`config.mk`:
```
export PLATFORM = sky130hd
export DESIGN_NAME = mb_slice_gen_flat
export DESIGN_NICKNAME = d
export VERILOG_FILES = /design/src/rtl/mb_slice_gen_pkg.sv /design/src/rtl/mb_slice_gen_if.sv /design/src/rtl/mb_slice_gen_chbuf.sv /design/src/rtl/mb_slice_gen.sv /design/src/flat_wrapper.sv
export SDC_FILE = /design/constraint.sdc
export NUM_CORES = 2
export LEC_CHECK = 0
export CAP_MARGIN = 30
export CORE_ASPECT_RATIO = 1.5
export CORE_UTILIZATION = 50
export DETAILED_ROUTE_END_ITERATION = 6
export DONT_BUFFER_PORTS = 1
export PLACE_DENSITY = 0.74
export SLEW_MARGIN = 0
export SYNTH_ARGS = -nofsm -noshare
export SYNTH_HDL_FRONTEND = slang
export SYNTH_HIERARCHICAL = 1
export SYNTH_SLANG_ARGS = --single-unit
```
`constraint.sdc`:
```
create_clock -name clk_mb_h -period 3.1 [get_ports clk_mb_h]
set_input_delay 0.465 -clock clk_mb_h [delete_from_list [all_inputs] [get_ports clk_mb_h]]
set_output_delay 0.465 -clock clk_mb_h [all_outputs]
set_load 0.01 [all_outputs]
```
`src/rtl/mb_slice_gen_pkg.sv`:
```
`default_nettype none
// ============================================================================
//  Module   : mb_slice_pkg
//  Brief    : Shared types and helpers for the MB data-path slice.
//  Revision : 1.0  initial release
// ============================================================================
package mb_slice_pkg;

   localparam int PAR_GRP = 6;

   // MB register source select
   typedef enum logic [2:0] {
      MB_SRC_AR      = 3'd0,
      MB_SRC_CACHE   = 3'd1,
      MB_SRC_MEM     = 3'd2,
      MB_SRC_CHB     = 3'd3,
      MB_SRC_CCW_MIX = 3'd4,
      MB_SRC_CBUS    = 3'd5,
      MB_SRC_WORD    = 3'd6,
      MB_SRC_HOLD    = 3'd7
   } mb_src_e;

   // mem_to_cache source select
   typedef enum logic [1:0] {
      M2C_SRC_MEM  = 2'd0,
      M2C_SRC_MB   = 2'd1,
      M2C_SRC_AR   = 2'd2,
      M2C_SRC_CBUS = 2'd3
   } m2c_src_e;

   // Odd parity bit for one 6-bit group: 1 when the group has an even count of ones
   function automatic logic odd_par6(input logic [PAR_GRP-1:0] d);
      return ~^d;
   endfunction

endpackage
`default_nettype wire

```
`src/rtl/mb_slice_gen_if.sv`:
```
`default_nettype none
// ============================================================================
//  Module   : mb_slice_gen_if
//  Brief    : Bus bundle of the MB slice; master drives controls/data,
//             slave is the slice itself. MB_CHB_PAR_EN adds chb_par_err_h.
//  Revision : 1.0  initial release
// ============================================================================
interface mb_slice_gen_if #(
   parameter int SLICE_W = 12,
   parameter int WORDS   = 4,
   parameter int CHB_AW  = 7,
   parameter int CCW_AW  = 4
);
   localparam int WSEL_W = $clog2(WORDS);
   localparam int NGRP   = SLICE_W / 6;

   logic [SLICE_W-1:0] ar_h;
   logic [SLICE_W-1:0] cache_data_h;
   logic [SLICE_W-1:0] mem_data_in_h;
   logic [SLICE_W-1:0] ccw_buf_in_h;
   logic [SLICE_W-1:0] cbus_re_h;
   logic [2:0]         mb_in_sel_h;
   logic               mb_sel_hold_h;
   logic [WSEL_W-1:0]  mb_word_sel_h;
   logic               mem_data_ld_h;
   logic [WORDS-1:0]   mb_hold_in_h;
   logic               chb_adr_ld_h;
   logic [CHB_AW-1:0]  chb_adr_in_h;
   logic               chb_step_h;
   logic               ch_reverse_h;
   logic               chb_wr_h;
   logic               ccw_buf_wr_h;
   logic [CCW_AW-1:0]  ccw_buf_adr_h;
   logic               ccl_mix_mb_sel_h;
   logic               mem_to_c_en_h;
   logic [1:0]         mem_to_c_sel_h;
   logic               cbus_out_hold_h;

   logic [SLICE_W-1:0] mb_h;
   logic [NGRP-1:0]    mb_par_odd_h;
   logic [SLICE_W-1:0] ccw_mix_h;
   logic [SLICE_W-1:0] mem_to_cache_h;
   logic [SLICE_W-1:0] pt_in_h;
   logic [SLICE_W-1:0] cbus_te_h;
   logic [CHB_AW-1:0]  chb_adr_h;
`ifdef MB_CHB_PAR_EN
   logic               chb_par_err_h;
`endif

   modport master (
      output ar_h, cache_data_h, mem_data_in_h, ccw_buf_in_h, cbus_re_h,
      output mb_in_sel_h, mb_sel_hold_h, mb_word_sel_h, mem_data_ld_h, mb_hold_in_h,
      output chb_adr_ld_h, chb_adr_in_h, chb_step_h, ch_reverse_h, chb_wr_h,
      output ccw_buf_wr_h, ccw_buf_adr_h, ccl_mix_mb_sel_h,
      output mem_to_c_en_h, mem_to_c_sel_h, cbus_out_hold_h,
      input  mb_h, mb_par_odd_h, ccw_mix_h, mem_to_cache_h, pt_in_h,
      input  cbus_te_h, chb_adr_h
`ifdef MB_CHB_PAR_EN
      , input chb_par_err_h
`endif
   );

   modport slave (
      input  ar_h, cache_data_h, mem_data_in_h, ccw_buf_in_h, cbus_re_h,
      input  mb_in_sel_h, mb_sel_hold_h, mb_word_sel_h, mem_data_ld_h, mb_hold_in_h,
      input  chb_adr_ld_h, chb_adr_in_h, chb_step_h, ch_reverse_h, chb_wr_h,
      input  ccw_buf_wr_h, ccw_buf_adr_h, ccl_mix_mb_sel_h,
      input  mem_to_c_en_h, mem_to_c_sel_h, cbus_out_hold_h,
      output mb_h, mb_par_odd_h, ccw_mix_h, mem_to_cache_h, pt_in_h,
      output cbus_te_h, chb_adr_h
`ifdef MB_CHB_PAR_EN
      , output chb_par_err_h
`endif
   );

endinterface
`default_nettype wire

```
`src/rtl/mb_slice_gen_chbuf.sv`:
```
`default_nettype none
// ============================================================================
//  Module   : mb_chbuf
//  Brief    : Channel buffer: auto-stepping address counter, RAM and
//             registered read port. MB_CHB_PAR_EN stores per-group parity
//             with each word and flags a sticky error on read mismatch.
//  Revision : 1.0  initial release
// ============================================================================
module mb_chbuf
   import mb_slice_pkg::*;
#(
   parameter int SLICE_W = 12,
   parameter int CHB_AW  = 7
) (
   input  wire logic               clk,
   input  wire logic               rst,
   input  wire logic               adr_ld,
   input  wire logic [CHB_AW-1:0]  adr_in,
   input  wire logic               step,
   input  wire logic               reverse,
   input  wire logic               wr,
   input  wire logic [SLICE_W-1:0] wr_data,
   output      logic [CHB_AW-1:0]  adr,
   output      logic [SLICE_W-1:0] rd_data
`ifdef MB_CHB_PAR_EN
   , output    logic               par_err
`endif
);
   localparam int NGRP = SLICE_W / PAR_GRP;
`ifdef MB_CHB_PAR_EN
   localparam int ENT_W = SLICE_W + NGRP;
`else
   localparam int ENT_W = SLICE_W;
`endif

   logic [CHB_AW-1:0] r_adr;
   logic [ENT_W-1:0]  r_ram [2**CHB_AW];
   logic [ENT_W-1:0]  r_rd;
   logic [ENT_W-1:0]  w_wr_ent;

`ifdef MB_CHB_PAR_EN
   // Parity is stored inverted so an all-zero entry (and the cleared read
   // register) is self-consistent and never raises a false error.
   logic [NGRP-1:0] w_wr_par;
   logic [NGRP-1:0] w_rd_par;
   logic            r_par_err;

   for (genvar g = 0; g < NGRP; g++) begin : g_par
      assign w_wr_par[g] = odd_par6(wr_data[g*PAR_GRP +: PAR_GRP]);
      assign w_rd_par[g] = odd_par6(r_rd[g*PAR_GRP +: PAR_GRP]);
   end

   assign w_wr_ent = {~w_wr_par, wr_data};

   // Sticky parity error, cleared only by reset
   always_ff @(posedge clk) begin
      if (rst)
         r_par_err <= 1'b0;
      else if (r_rd[ENT_W-1:SLICE_W] != ~w_rd_par)
         r_par_err <= 1'b1;
   end

   assign par_err = r_par_err;
`else
   assign w_wr_ent = wr_data;
`endif

   // Address counter: load beats step; steps wrap naturally at the counter width
   always_ff @(posedge clk) begin
      if (rst)
         r_adr <= '0;
      else if (adr_ld)
         r_adr <= adr_in;
      else if (step)
         r_adr <= reverse ? r_adr - 1'b1 : r_adr + 1'b1;
   end

   // RAM write at the pre-step address; suppressed during reset, contents never cleared
   always_ff @(posedge clk) begin
      if (!rst && wr)
         r_ram[r_adr] <= w_wr_ent;
   end

   // Registered read every cycle; same-address write returns the old word
   always_ff @(posedge clk) begin
      if (rst)
         r_rd <= '0;
      else
         r_rd <= r_ram[r_adr];
   end

   assign adr     = r_adr;
   assign rd_data = r_rd[SLICE_W-1:0];

endmodule
`default_nettype wire

```
`src/rtl/mb_slice_gen.sv`:
```
`default_nettype none
// ============================================================================
//  Module   : mb_slice_gen
//  Brief    : Parametrised MB data-path slice: MB source mux, odd parity per
//             6-bit group, held memory words, CCW buffer, channel buffer and
//             registered CBUS transmit. Optional macro: MB_CHB_PAR_EN.
//  Revision : 1.0  initial release
// ============================================================================
module mb_slice_gen
   import mb_slice_pkg::*;
#(
   parameter int SLICE_W = 12,
   parameter int WORDS   = 4,
   parameter int CHB_AW  = 7,
   parameter int CCW_AW  = 4
) (
   input wire logic     clk_mb_h,
   input wire logic     mr_reset_h,
   mb_slice_gen_if.slave bus
);
   localparam int NGRP = SLICE_W / PAR_GRP;

   logic [SLICE_W-1:0] r_mb;
   logic [SLICE_W-1:0] r_word [WORDS];
   logic [SLICE_W-1:0] r_ccw [2**CCW_AW];
   logic [SLICE_W-1:0] r_cbus_te;
   logic [SLICE_W-1:0] w_mb_next;
   logic [SLICE_W-1:0] w_ccw_mix;
   logic [SLICE_W-1:0] w_m2c;
   logic [SLICE_W-1:0] w_chb_rd;
   logic [CHB_AW-1:0]  w_chb_adr;

   // MB source multiplexer
   always_comb begin
      w_mb_next = r_mb;
      case (mb_src_e'(bus.mb_in_sel_h))
         MB_SRC_AR:      w_mb_next = bus.ar_h;
         MB_SRC_CACHE:   w_mb_next = bus.cache_data_h;
         MB_SRC_MEM:     w_mb_next = bus.mem_data_in_h;
         MB_SRC_CHB:     w_mb_next = w_chb_rd;
         MB_SRC_CCW_MIX: w_mb_next = w_ccw_mix;
         MB_SRC_CBUS:    w_mb_next = bus.cbus_re_h;
         MB_SRC_WORD:    w_mb_next = r_word[bus.mb_word_sel_h];
         default:        w_mb_next = r_mb;
      endcase
   end

   // MB register
   always_ff @(posedge clk_mb_h) begin
      if (mr_reset_h)
         r_mb <= '0;
      else if (!bus.mb_sel_hold_h)
         r_mb <= w_mb_next;
   end

   // Held memory words: every unheld word captures the strobed memory data
   for (genvar k = 0; k < WORDS; k++) begin : g_word
      always_ff @(posedge clk_mb_h) begin
         if (mr_reset_h)
            r_word[k] <= '0;
         else if (bus.mem_data_ld_h && !bus.mb_hold_in_h[k])
            r_word[k] <= bus.mem_data_in_h;
      end
   end

   // CCW buffer write port (contents not reset)
   always_ff @(posedge clk_mb_h) begin
      if (bus.ccw_buf_wr_h)
         r_ccw[bus.ccw_buf_adr_h] <= bus.ccw_buf_in_h;
   end

   // CCW mix: MB or combinational CCW buffer read
   always_comb begin
      w_ccw_mix = bus.ccl_mix_mb_sel_h ? r_mb : r_ccw[bus.ccw_buf_adr_h];
   end

   // CBUS transmit register follows the channel-buffer read unless frozen
   always_ff @(posedge clk_mb_h) begin
      if (mr_reset_h)
         r_cbus_te <= '0;
      else if (!bus.cbus_out_hold_h)
         r_cbus_te <= w_chb_rd;
   end

   // Cache write data source, forced to zero when disabled
   always_comb begin
      w_m2c = '0;
      if (bus.mem_to_c_en_h) begin
         case (m2c_src_e'(bus.mem_to_c_sel_h))
            M2C_SRC_MEM:  w_m2c = bus.mem_data_in_h;
            M2C_SRC_MB:   w_m2c = r_mb;
            M2C_SRC_AR:   w_m2c = bus.ar_h;
            M2C_SRC_CBUS: w_m2c = bus.cbus_re_h;
            default:      w_m2c = '0;
         endcase
      end
   end

   for (genvar g = 0; g < NGRP; g++) begin : g_par
      assign bus.mb_par_odd_h[g] = odd_par6(r_mb[g*PAR_GRP +: PAR_GRP]);
   end

   mb_chbuf #(
      .SLICE_W (SLICE_W),
      .CHB_AW  (CHB_AW)
   ) u_chbuf (
      .clk     (clk_mb_h),
      .rst     (mr_reset_h),
      .adr_ld  (bus.chb_adr_ld_h),
      .adr_in  (bus.chb_adr_in_h),
      .step    (bus.chb_step_h),
      .reverse (bus.ch_reverse_h),
      .wr      (bus.chb_wr_h),
      .wr_data (r_mb),
      .adr     (w_chb_adr),
      .rd_data (w_chb_rd)
`ifdef MB_CHB_PAR_EN
      , .par_err (bus.chb_par_err_h)
`endif
   );

   assign bus.mb_h           = r_mb;
   assign bus.ccw_mix_h      = w_ccw_mix;
   assign bus.mem_to_cache_h = w_m2c;
   assign bus.pt_in_h        = bus.mem_to_c_en_h ? w_m2c : bus.cache_data_h;
   assign bus.cbus_te_h      = r_cbus_te;
   assign bus.chb_adr_h      = w_chb_adr;

endmodule
`default_nettype wire

```
`src/flat_wrapper.sv`:
```
// flat-port wrapper written by rule: the top's interface ports become plain ports
module mb_slice_gen_flat import mb_slice_pkg::*;
#(
   parameter int SLICE_W = 12,
   parameter int WORDS   = 4,
   parameter int CHB_AW  = 7,
   parameter int CCW_AW  = 4
)
  (clk_mb_h, mr_reset_h, bus_ar_h, bus_cache_data_h, bus_mem_data_in_h, bus_ccw_buf_in_h, bus_cbus_re_h, bus_mb_in_sel_h, bus_mb_sel_hold_h, bus_mb_word_sel_h, bus_mem_data_ld_h, bus_mb_hold_in_h, bus_chb_adr_ld_h, bus_chb_adr_in_h, bus_chb_step_h, bus_ch_reverse_h, bus_chb_wr_h, bus_ccw_buf_wr_h, bus_ccw_buf_adr_h, bus_ccl_mix_mb_sel_h, bus_mem_to_c_en_h, bus_mem_to_c_sel_h, bus_cbus_out_hold_h, bus_mb_h, bus_mb_par_odd_h, bus_ccw_mix_h, bus_mem_to_cache_h, bus_pt_in_h, bus_cbus_te_h, bus_chb_adr_h);
  mb_slice_gen_if #(.SLICE_W(SLICE_W), .WORDS(WORDS), .CHB_AW(CHB_AW), .CCW_AW(CCW_AW)) bus_i ();
  input wire logic clk_mb_h;
  input wire logic mr_reset_h;
  input wire logic [$bits(bus_i.ar_h)-1:0] bus_ar_h;
  input wire logic [$bits(bus_i.cache_data_h)-1:0] bus_cache_data_h;
  input wire logic [$bits(bus_i.mem_data_in_h)-1:0] bus_mem_data_in_h;
  input wire logic [$bits(bus_i.ccw_buf_in_h)-1:0] bus_ccw_buf_in_h;
  input wire logic [$bits(bus_i.cbus_re_h)-1:0] bus_cbus_re_h;
  input wire logic [$bits(bus_i.mb_in_sel_h)-1:0] bus_mb_in_sel_h;
  input wire logic [$bits(bus_i.mb_sel_hold_h)-1:0] bus_mb_sel_hold_h;
  input wire logic [$bits(bus_i.mb_word_sel_h)-1:0] bus_mb_word_sel_h;
  input wire logic [$bits(bus_i.mem_data_ld_h)-1:0] bus_mem_data_ld_h;
  input wire logic [$bits(bus_i.mb_hold_in_h)-1:0] bus_mb_hold_in_h;
  input wire logic [$bits(bus_i.chb_adr_ld_h)-1:0] bus_chb_adr_ld_h;
  input wire logic [$bits(bus_i.chb_adr_in_h)-1:0] bus_chb_adr_in_h;
  input wire logic [$bits(bus_i.chb_step_h)-1:0] bus_chb_step_h;
  input wire logic [$bits(bus_i.ch_reverse_h)-1:0] bus_ch_reverse_h;
  input wire logic [$bits(bus_i.chb_wr_h)-1:0] bus_chb_wr_h;
  input wire logic [$bits(bus_i.ccw_buf_wr_h)-1:0] bus_ccw_buf_wr_h;
  input wire logic [$bits(bus_i.ccw_buf_adr_h)-1:0] bus_ccw_buf_adr_h;
  input wire logic [$bits(bus_i.ccl_mix_mb_sel_h)-1:0] bus_ccl_mix_mb_sel_h;
  input wire logic [$bits(bus_i.mem_to_c_en_h)-1:0] bus_mem_to_c_en_h;
  input wire logic [$bits(bus_i.mem_to_c_sel_h)-1:0] bus_mem_to_c_sel_h;
  input wire logic [$bits(bus_i.cbus_out_hold_h)-1:0] bus_cbus_out_hold_h;
  output wire logic [$bits(bus_i.mb_h)-1:0] bus_mb_h;
  output wire logic [$bits(bus_i.mb_par_odd_h)-1:0] bus_mb_par_odd_h;
  output wire logic [$bits(bus_i.ccw_mix_h)-1:0] bus_ccw_mix_h;
  output wire logic [$bits(bus_i.mem_to_cache_h)-1:0] bus_mem_to_cache_h;
  output wire logic [$bits(bus_i.pt_in_h)-1:0] bus_pt_in_h;
  output wire logic [$bits(bus_i.cbus_te_h)-1:0] bus_cbus_te_h;
  output wire logic [$bits(bus_i.chb_adr_h)-1:0] bus_chb_adr_h;
  assign bus_i.ar_h = bus_ar_h;
  assign bus_i.cache_data_h = bus_cache_data_h;
  assign bus_i.mem_data_in_h = bus_mem_data_in_h;
  assign bus_i.ccw_buf_in_h = bus_ccw_buf_in_h;
  assign bus_i.cbus_re_h = bus_cbus_re_h;
  assign bus_i.mb_in_sel_h = bus_mb_in_sel_h;
  assign bus_i.mb_sel_hold_h = bus_mb_sel_hold_h;
  assign bus_i.mb_word_sel_h = bus_mb_word_sel_h;
  assign bus_i.mem_data_ld_h = bus_mem_data_ld_h;
  assign bus_i.mb_hold_in_h = bus_mb_hold_in_h;
  assign bus_i.chb_adr_ld_h = bus_chb_adr_ld_h;
  assign bus_i.chb_adr_in_h = bus_chb_adr_in_h;
  assign bus_i.chb_step_h = bus_chb_step_h;
  assign bus_i.ch_reverse_h = bus_ch_reverse_h;
  assign bus_i.chb_wr_h = bus_chb_wr_h;
  assign bus_i.ccw_buf_wr_h = bus_ccw_buf_wr_h;
  assign bus_i.ccw_buf_adr_h = bus_ccw_buf_adr_h;
  assign bus_i.ccl_mix_mb_sel_h = bus_ccl_mix_mb_sel_h;
  assign bus_i.mem_to_c_en_h = bus_mem_to_c_en_h;
  assign bus_i.mem_to_c_sel_h = bus_mem_to_c_sel_h;
  assign bus_i.cbus_out_hold_h = bus_cbus_out_hold_h;
  assign bus_mb_h = bus_i.mb_h;
  assign bus_mb_par_odd_h = bus_i.mb_par_odd_h;
  assign bus_ccw_mix_h = bus_i.ccw_mix_h;
  assign bus_mem_to_cache_h = bus_i.mem_to_cache_h;
  assign bus_pt_in_h = bus_i.pt_in_h;
  assign bus_cbus_te_h = bus_i.cbus_te_h;
  assign bus_chb_adr_h = bus_i.chb_adr_h;
  mb_slice_gen #(.SLICE_W(SLICE_W), .WORDS(WORDS), .CHB_AW(CHB_AW), .CCW_AW(CCW_AW)) u_core (.clk_mb_h(clk_mb_h), .mr_reset_h(mr_reset_h), .bus(bus_i));
endmodule
```
==> flow_summary_export.csv <==
group,metric,value,unit
logic_synthesis,syn_avg_cell_area,16.5,um^2
logic_synthesis,syn-num-nets,4472,
cells_and_area,final-seq-area,54300,um^2
logic_synthesis,async_flop_share,0,%
sta,finalCritPeriodShare,114,%
die,core_area,143000,um^2
run,maxCapViolations,0,
global_routing,grt_max_degree,132,
global_routing,first_global_vias,45600,
sta,finalClockSkew,0.0531,ns
clocking,cts_sinks,1819,
logic_synthesis,synth_area,72200,um^2
logic_synthesis,ys_seq_elements,1819,
cells_and_area,final_core_util,59.5,%
setup_path,setup.worst_path.end_class,"register",
clocking,numCtsBuffers,161,
drt,via_per_inst,6.94,
logic_synthesis,synth_cells,4372,
cells_and_area,final_nets,4967,
die,initial_core_util,50.5,%
setup_path,cp_data_required_time,3.80,ns
drt,wirelength,248000,um
clocking,clock_path_buffers,3,
drt,num_vias,47900,
global_routing,antenna_found_initial,13,
die,std_cell_rows,170,
setup_path,worst-path-max-fanout,14,
status,status,"finished, violations left",
place,place_congestion,0.988,
place,dp_hpwl,155000,um
global_routing,globalRouteTotalUtil,32.8,%
sta,final.setup.tns,-1.50,ns
power,p_leak,28.1,nW
clocking,cts_tree,"yes",
die,die-area,146000,um^2
cells_and_area,syn_to_final_growth,17.9,%
sta,drv_slew,0,
sta,slew_headroom,2.12,%
setup_path,critical_path_arrival,4.22,ns
clocking,insertion_delay,0.83,ns
cells_and_area,drive_gt1_share,21.4,%
place,dpl-instance-area,78000,um^2
cells_and_area,fill_cells,10100,
logic_synthesis,ys_types,92,
setup_path,worstRegToRegCells,9,
drt,drtIter0Drc,8280,
die,dieHeight,468,um
logic_synthesis,synth_top_area_cell,"edfxtp_1",
drt,drc_errors,25,
power,peakVddDrop,642,uV
drt,ant_nets,0,
logic_synthesis,ys_top_cells_by_area,"edfxtp_1 74%, a221oi_1 2.7%, mux4_2 2.6%",
logic_synthesis,synth_warnings,6,
sta,rsz0062_at_grt,"true",
sta,finalHoldViolCount,0,
power,power_density,632,nW/um^2
logic_synthesis,synth_edf_count,1776,
die,ios,163,
clocking,root_buffer,"clkbuf_16",
sta,min_period,3.52,ns
global_routing,grt_overflow_total,0,
global_routing,grt_pass1_wl,336000,um
setup_path,start_kind,"register",
min_path,hold_depth,3,
clocking,cts-htree-levels,4,
logic_synthesis,seq_area_frac_synth,75.0,%
die,die_w,312,um
sta,timing.final.ws_setup,-0.422,ns
drt,dr.pass1.iters,7,
sta,setup_viol,18,
status,violations,"DRC, setup timing",
sta,max_clock_freq,284,MHz
drt,post_drt_wl_per_cell,36.0,um
logic_synthesis,synth_top_area_share,73.8,%
place,io_buffers,0,
cells_and_area,fin_area,85200,um^2
cells_and_area,multi_input_area,16500,um^2
setup_path,path_class,"register to register",
min_path,hold_path_class,"primary input to register",
clocking,clkTransAtPathRegs,0.07,ns
sta,tightest_slew,1.47,ns
logic_synthesis,synth_flop_cell,"edfxtp_1",
cell usage after synthesis (25+ instances only):
| cell type | n |
|---|---|
| edfxtp_1 | 1776 |
| nor2_1 | 322 |
| a221oi_1 | 219 |
| nand2_1 | 210 |
| mux2i_1 | 176 |
| a21oi_1 | 167 |
| a22oi_1 | 145 |
| buf_2 | 129 |
| o21ai_0 | 122 |
| clkbuf_1 | 108 |
| mux4_2 | 84 |
| o22ai_1 | 76 |
| and2_1 | 66 |
| a222oi_1 | 60 |
| mux2_2 | 48 |
| nor3_1 | 44 |
| dfxtp_1 | 43 |
| a221o_1 | 38 |
| buf_4 | 32 |
| buf_6 | 28 |
| a21o_1 | 27 |
| nor2b_1 | 27 |
| a211oi_1 | 26 |
| inv_1 | 25 |
| o32ai_1 | 25 |
flip-flops by register name, indices dropped and copies added (netlist names):
signal / count
u_core/bus.cbus_te_h: 12
u_core/bus.mb_h: 12
u_core/r_ccw: 192
u_core/r_word: 48
u_core/u_chbuf/adr: 7
u_core/u_chbuf/r_ram: 1536
u_core/u_chbuf/rd_data: 12
placed cells by master (no fill, tap or decap), types with 14 or more instances in the layout:
master         count
a211oi_1          26
a21o_1            27
a21oi_1          165
a221o_1           38
a221oi_1         216
a222oi_1          60
a22o_1            23
a22oi_1          145
a31oi_1           22
and2_1            63
buf_12            90
buf_4            482
bufinv_16         14
clkbuf_1          37
clkbuf_16        174
clkinv_1          27
clkinv_2          26
dfxtp_1           25
dfxtp_4           15
diode_2           14
dlygate4sd3_1     58
edfxtp_1        1776
inv_1             25
mux2_2            47
mux2i_1          175
mux4_2            84
nand2_1          209
nand3_1           14
nor2_1           318
nor2b_1           24
nor3_1            37
o21ai_0          117
o221ai_1          18
o22ai_1           73
o31ai_1           14
o32ai_1           23
critical path, stage by stage, from the launching register on:
cell      delay [ns]
dfxtp_4         0.40
buf_12          0.16
inv_8           0.07
buf_16          0.18
a221o_1         0.39
a222oi_1        1.21
o21ai_1         0.26
nor4_2          0.42
buf_4           0.18
o32ai_2         0.07
cells by family after synthesis:
family          count (synthesis)  share of synthesized area [%]
flops                        1819                           75.0
mux                           319                           5.99
fa+ha+maj                       6                          0.114
buf+inv                       352                           2.57
xor+xnor                       14                          0.170
compound gates               1100                           11.4
simple gates                  762                           4.76
worst paths after layout:
| path | startpoint | end | slack (ns) |
|---|---|---|---|
| setup / recovery | u_core/u_chbuf/adr[0] | u_core/u_chbuf/rd_data[1] | -0.42 |
| hold / removal | bus_chb_adr_ld_h | u_core/u_chbuf/adr[6] | 0.05 |
| setup reg to reg | u_core/u_chbuf/adr[0] | u_core/u_chbuf/rd_data[1] | -0.42 |
| hold reg to reg | u_core/bus.cbus_te_h[4] | u_core/bus.cbus_te_h[4] | 0.59 |
area by class of cell:
class / count / area share, %
inverters: 28 / 0.138
clock buffers: 204 / 5.02
well taps: 1892 / 2.78
repair buffers: 656 / 7.77
multi-input cells: 2201 / 19.4
flip-flops and latches: 1819 / 63.7
diodes: 14 / 0.0411
clock inverters: 94 / 1.19
per-stage QoR:
| step | power, mW | std cells | worst slack [ns] | hold slack (ns) |
|---|---|---|---|---|
| floorplan | 30.8 | 4372 | 0.291 | 0.460 |
| global placement | 33.4 | 6463 | -0.687 | 0.549 |
| detailed placement | 33.5 | 6464 | -0.244 | 0.548 |
| CTS | 53.3 | 6830 | 0.000328 | 0.000569 |
| global route | 54.8 | 6896 | -0.422 | 0.0309 |
| finish | 53.8 | 6908 | -0.422 | 0.0453 |
power breakdown:
part	total, mW	switching (mW)	internal (mW)	leakage [nW]
sequential	27.7	0.291	27.5	16.5
combinational	5.93	3.93	2.00	9.01
clock	20.2	9.09	11.1	2.56
total	53.8	13.3	40.5	28.1
what timing repair did:
action                                  4_1_cts  5_1_grt
endpoints found under the hold margin       286        0
hold buffers                                 59        0
setup buffers                                 7       53
pin swaps                                     7       20
endpoints found under the setup margin       12       11
resized for setup                            19       47
cloned                                        2       11
metal layers:
layer  wire length, um  vias to the layer above  track usage [%]
li1                  -                    18800                -
met1             75600                    23900             37.2
met2            117000                     4167             52.5
met3             30300                     1091             7.66
met4             25800                       12             27.7
met5                81                        -                0
Note: power is estimated with default switching activity, not from simulation.
